===== src/rtl/interrupt_sequencer.sv =====
// interrupt_sequencer: RES/NMI/IRQ arbitration and 6502 interrupt-entry microcycles.
// Optional INT_HIJACK_EN: a pending NMI takes over an IRQ entry during its push cycles.
module interrupt_sequencer #(
    parameter logic [7:0] VEC_PAGE = 8'hFF,
    parameter logic [7:0] VEC_NMI  = 8'hFA,
    parameter logic [7:0] VEC_RES  = 8'hFC,
    parameter logic [7:0] VEC_IRQ  = 8'hFE
) (
    input  logic        phi1,
    input  logic        rstAll,
    input  logic        RDY,
    input  logic        NMI_L,
    input  logic        IRQ_L,
    input  logic        RES_L,
    input  logic        flagI,
    input  logic        instBoundary,
    output logic        seqActive,
    output logic [2:0]  activeInt,
    output logic [2:0]  step,
    output logic        pushEn,
    output logic [1:0]  pushSel,
    output logic        pushB,
    output logic        spDec,
    output logic [15:0] vecAddr,
    output logic [1:0]  vecLoad,
    output logic        setI,
    output logic        intHandled
);

    localparam logic [2:0] INT_NONE = 3'd0;
    localparam logic [2:0] INT_RST  = 3'd1;
    localparam logic [2:0] INT_NMI  = 3'd2;
    localparam logic [2:0] INT_IRQ  = 3'd4;

    typedef enum logic [2:0] {
        S_IDLE     = 3'd0,
        S_PUSH_PCH = 3'd1,
        S_PUSH_PCL = 3'd2,
        S_PUSH_P   = 3'd3,
        S_VEC_LO   = 3'd4,
        S_VEC_HI   = 3'd5,
        S_RES_HOLD = 3'd6
    } step_e;

    step_e      step_q, step_d;
    logic [2:0] act_q, act_d;
    logic       nmi_latch_q, nmi_latch_d;
    logic       nmi_prev_q, nmi_prev_d;
    logic       nmi_edge;
    logic       in_push;
    logic [7:0] vec_lo;

    always_ff @(posedge phi1) begin
        if (rstAll) begin
            step_q      <= S_IDLE;
            act_q       <= INT_NONE;
            nmi_latch_q <= 1'b0;
            nmi_prev_q  <= 1'b1;
        end else begin
            step_q      <= step_d;
            act_q       <= act_d;
            nmi_latch_q <= nmi_latch_d;
            nmi_prev_q  <= nmi_prev_d;
        end
    end

    always_comb begin
        step_d      = step_q;
        act_d       = act_q;
        nmi_prev_d  = NMI_L;
        nmi_edge    = nmi_prev_q & ~NMI_L;
        in_push     = (step_q == S_PUSH_PCH) || (step_q == S_PUSH_PCL)
                   || (step_q == S_PUSH_P);
        if (!RES_L) begin
            step_d = S_RES_HOLD;
            act_d  = INT_RST;
        end else begin
            case (step_q)
                S_IDLE: begin
                    if (instBoundary && RDY) begin
                        if (nmi_latch_q) begin
                            step_d = S_PUSH_PCH;
                            act_d  = INT_NMI;
                        end else if (!IRQ_L && !flagI) begin
                            step_d = S_PUSH_PCH;
                            act_d  = INT_IRQ;
                        end
                    end
                end
                S_PUSH_PCH: step_d = S_PUSH_PCL;
                S_PUSH_PCL: step_d = S_PUSH_P;
                S_PUSH_P:   step_d = S_VEC_LO;
                S_VEC_LO:   if (RDY) step_d = S_VEC_HI;
                S_VEC_HI: begin
                    if (RDY) begin
                        step_d = S_IDLE;
                        act_d  = INT_NONE;
                    end
                end
                S_RES_HOLD: step_d = S_PUSH_PCH;
                default: begin
                    step_d = S_IDLE;
                    act_d  = INT_NONE;
                end
            endcase
`ifdef INT_HIJACK_EN
            if (in_push && act_q == INT_IRQ && nmi_latch_q) act_d = INT_NMI;
`endif
        end
        // the latch is consumed on the vector fetch, but a fresh edge re-arms it
        nmi_latch_d = nmi_latch_q;
        if (step_d == S_VEC_LO && step_q != S_VEC_LO && act_d == INT_NMI)
            nmi_latch_d = 1'b0;
        if (nmi_edge) nmi_latch_d = 1'b1;
    end

    always_comb begin
        seqActive  = (step_q != S_IDLE);
        activeInt  = act_q;
        step       = step_q;
        pushEn     = 1'b0;
        pushSel    = 2'd0;
        pushB      = 1'b0;
        spDec      = 1'b0;
        vecAddr    = 16'd0;
        vecLoad    = 2'b00;
        setI       = 1'b0;
        intHandled = 1'b0;
        if (act_q == INT_NMI)      vec_lo = VEC_NMI;
        else if (act_q == INT_RST) vec_lo = VEC_RES;
        else                       vec_lo = VEC_IRQ;
        case (step_q)
            S_PUSH_PCH, S_PUSH_PCL, S_PUSH_P: begin
                pushEn  = (act_q != INT_RST);
                pushSel = step_q[1:0] - 2'd1;
                spDec   = 1'b1;
            end
            S_VEC_LO: begin
                vecAddr = {VEC_PAGE, vec_lo};
                vecLoad = 2'b01;
                setI    = 1'b1;
            end
            S_VEC_HI: begin
                vecAddr    = {VEC_PAGE, vec_lo} + 16'd1;
                vecLoad    = 2'b10;
                intHandled = 1'b1;
            end
            default: ;
        endcase
    end

endmodule


===== config.mk =====
export PLATFORM = sky130hd
export DESIGN_NAME = interrupt_sequencer
export DESIGN_NICKNAME = d
export VERILOG_FILES = /design/src/rtl/interrupt_sequencer.sv
export SDC_FILE = /design/constraint.sdc
export NUM_CORES = 1
export LEC_CHECK = 0
export ABC_AREA = 1
export BUFFER_PORTS_ARGS = -buffer_cell sky130_fd_sc_hd__buf_2
export CAP_MARGIN = 25
export CORE_MARGIN = 5
export CORE_UTILIZATION = 47
export DETAILED_ROUTE_END_ITERATION = 6
export PLACE_DENSITY = 0.84
export SYNTH_ARGS = -nofsm -noshare
export SYNTH_HDL_FRONTEND = slang
export SYNTH_SLANG_ARGS = --single-unit
export TNS_END_PERCENT = 30

===== constraint.sdc =====
create_clock -name phi1 -period 2.5 [get_ports phi1]
set_input_delay 0.25 -clock phi1 [delete_from_list [all_inputs] [get_ports phi1]]
set_output_delay 0.25 -clock phi1 [all_outputs]
set_load 0.02 [all_outputs]

==> results <==
- The die extent in y is 49.6 um.
- CTS built an H-tree with a depth of 1.
- Power spread over the standard cell area amounts to about 520 mW/mm^2.
- For this run, asynchronously set or reset flops after synthesis account for 0%.
- The kind of launch point of the worst setup path is a flip-flop.
- Among all flip-flop cells after synthesis, the most frequent one is dfxtp_1.
- The initial antenna violation count is 0.
- The deepest clock path buffer count is 2.
- The cell repeated most along the worst path is inv_1.
- The critical path is of the reg -> out type.
- Detailed placement finished with a half-perimeter wire length of 1580 um.
- The average instance in the mapped netlist occupies 6.09 sq um.
- The tree built by TritonCTS fans out to 8 sinks.
- The post-detailed-route DRC marker count is 0.
- The fraction of layout instances using a drive strength above 1 is roughly 33%.
- The initialized floorplan defines 14 standard-cell rows.
- The TritonCTS buffer count is 3.
- Traced cell by cell, the critical path runs through inv_1, ha_1, nand2_1, inv_1, nor2_1, inv_1, o21ai_0, inv_1, buf_2.
- For this run the aggregate overflow at the end of global routing stands at 0.
- The total buffers and inverters traversed by the critical path is 5.
- Setup total negative slack on the finished layout was measured at 0 ns.
- The TritonCTS clock tree is yes.
- The total wire length after detailed routing is 1860 um.
- The number of storage elements in the synthesis netlist is 8.
- The max-slew violation count was 0.
- The final hold violation count is 0.
- The number of global-route vias before repair is 748.
- Input and output buffers added on the ports amount to 38.
- In this run the clock root is driven by a clkbuf_4.
- The slowest cell on the critical path is dfxtp_1.
- The longest individual stage delay on the worst path is around 0.41 ns.
- Derived from the worst setup path, the maximum achievable clock frequency is about 480 MHz.
- The initial utilization of the core area, before any placement, comes to just under 50%.
- The post-synthesis cell type count is 19.
- The yosys synthesis warning count is 0.
- At the later pin of the worst-skew pair, clock insertion delay measures between 0.2 and 0.25 ns.
- Across the run, the number of max-cap violations was 0.
- The layout has 162 filler cells.
- The highest ir drop seen on vdd is about 0.38 mV.
- Cells fill between 50 and 60% of the core in the end.
- Dividing the detail-routed wire length by the instance count gives 11.4 um.
- The die covers 0.00246 sq mm.
- The last weighted congestion value of the routability-driven placer is about 0.86.
- The worst-case clock skew is approximately 0.0059 ns.
- The share of the clock period used by the worst path after layout is approximately 83%.
- The floorplan step set the die width to 49.6 um.
- The min-delay analysis places its worst path in the category in -> reg.
- The mapped netlist covers 737 sq um.
- The number of iterations in the first detailed-routing pass is 4.
- The cell count after synthesis came out at between 100 and 150.
- The number of synthesized flops with an enable pin is 0.
- 0 antenna diodes ended up in the layout.
- The time the worst path needs with I/O delays and setup is roughly 2.1 ns.
- The worst setup timing slack at the placement stage is roughly 0.67 ns.
- The sort of element at the end of the critical path is an output port.
- The region available for standard cell placement spans ~0.0015 sq mm.
- The post-cts repair resize count is 0.
- The count of endpoints failing setup in the final report is 0.
- Relative to the synthesized area, the layout overhead comes to 16.3%.
- The dominant delay contributor by cell family on the critical path is buffers and inverters.
- Clock-pin slew was measured on the worst setup and hold paths at approximately 0.050 ns.
- In this run, the number of DRC markers left after iteration 0 of detailed routing was 20.
- The routed via count divided by cell count is between 4 and 5.
- The final worst hold slack is roughly 0.19 ns.
- The number of nets in the final layout is around 160.
- Entering global routing, the biggest net connects 15 pins.
- In this run the worst path has a maximum fanout of 14.
- The boundary pin count is 40.
- The total power draw is 0.447 mW.
- Synthesis produced a netlist with a net count of 133.
- The analysis attributes to cell leakage a power of roughly 0.57 nW.
- The arrival time reported for the critical path endpoint is around 1.8 ns.
- The run finished with clean final reports.
- The number of buffers added for setup after CTS is 0.
- Setup repair after global routing left no endpoint under its margin.
- The number of hold buffers added after CTS was 0.
- Global routing used approximately 16% of the available tracks.
- The first global-routing pass estimated 3150 um of wire.
- Sequential elements use 21.7% of the synthesized area.
- The routed via count is ~810.
- The required time reported for the critical path endpoint is approximately 2.3 ns.
- The remaining antenna violation count after routing is 0.
- The final critical-path setup slack is 0.413 ns.
## metal layers
metal  vias to the layer above  GRT usage [%]  share of wire, %
met4                         0           10.0               1.9
met3                         5           3.61                11
met2                        46           26.7                48
met1                       351           17.1                39
met5                         -              0                 0
li1                        410              -                 -
## sequential cells by signal, summed over array words and instances, names as in the netlist
register,flops
nmi_latch_q,1
step,3
activeInt,3
nmi_prev_q,1
## where the power goes
part	internal (mW)	switching, mW	leakage [nW]
Clock	0.0544	0.0366	0.0138
Sequential	0.136	0.00941	0.0662
Combinational	0.0660	0.144	0.494
Total	0.257	0.190	0.574
## stage by stage
stage,area [sq um],cells
floorplan,737,121
global placement,835,160
detailed placement,835,160
CTS,857,163
global route,857,163
finish,857,163
## cell type report
class | count | area [sq um] | share of cell area, %
Multi-Input combinational cell | 74 | 374 | 43.6
Timing Repair Buffer | 38 | 190 | 22.2
Sequential cell | 8 | 160 | 18.7
Inverter | 24 | 90.1 | 10.5
Clock buffer | 3 | 22.5 | 2.63
Tap cell | 16 | 20.0 | 2.34
## worst paths after layout
kind                                             from                       end  slack [ns]  cells after the start
worst min register to register  nmi_prev_q$_SDFF_PP1_  nmi_latch_q$_SDFFE_PP0P_        0.45                      2
worst max register to register     step[0]$_SDFF_PP0_  nmi_latch_q$_SDFFE_PP0P_        0.71                     10
worst min-delay path                            NMI_L     nmi_prev_q$_SDFF_PP1_        0.19                      3
worst max-delay path               step[0]$_SDFF_PP0_                vecAddr[2]        0.41                      9
## synth_stat cells (2+ instances only)
cell	number	share of area, %
inv_1	21	11
inv_2	3	1.5
nor2_1	13	6.6
o21ai_0	4	2.7
o21bai_1	2	2.0
dfxtp_1	8	22
nand3_1	9	6.1
nand2_1	28	14
a21oi_1	4	2.7
ha_1	4	6.8
buf_4	15	15
nor3_1	3	2.0
## cell usage in the layout, fill, tap and decap left out
cell / n
o21bai_1: 2
o21ai_0: 4
nor2_4: 1
inv_2: 3
nor3_1: 3
conb_1: 1
inv_1: 21
nand4_2: 1
or2_2: 1
a21oi_1: 4
nor2_1: 13
a41oi_1: 1
nand3_1: 9
a31oi_1: 1
nand2_1: 28
dfxtp_1: 8
buf_2: 38
nand2_2: 1
clkbuf_4: 3
ha_1: 4
## worst reg2reg max path: stages, from the launching register on
cell and delay (ns):
dfxtp_1 0.41, inv_1 0.13, ha_1 0.24, o21ai_0 0.27, nand3_1 0.11, a21oi_1 0.13
nand3_1 0.11, nor2_1 0.11, nand3_1 0.07, nand2_1 0.06, nand2_1 0.04
## kinds of logic (layout without fill, tap and decap cells)
| logic type | after synthesis | in the layout | synth area share, % |
|---|---|---|---|
| fa+ha+maj | 4 | 4 | 6.79 |
| simple gates | 57 | 57 | 34.0 |
| compound gates | 12 | 12 | 9.51 |
| flops | 8 | 8 | 21.7 |
| buf+inv | 39 | 65 | 27.5 |
| other cells | 1 | 1 | 0.509 |
Note: power is estimated with default switching activity, not from simulation.
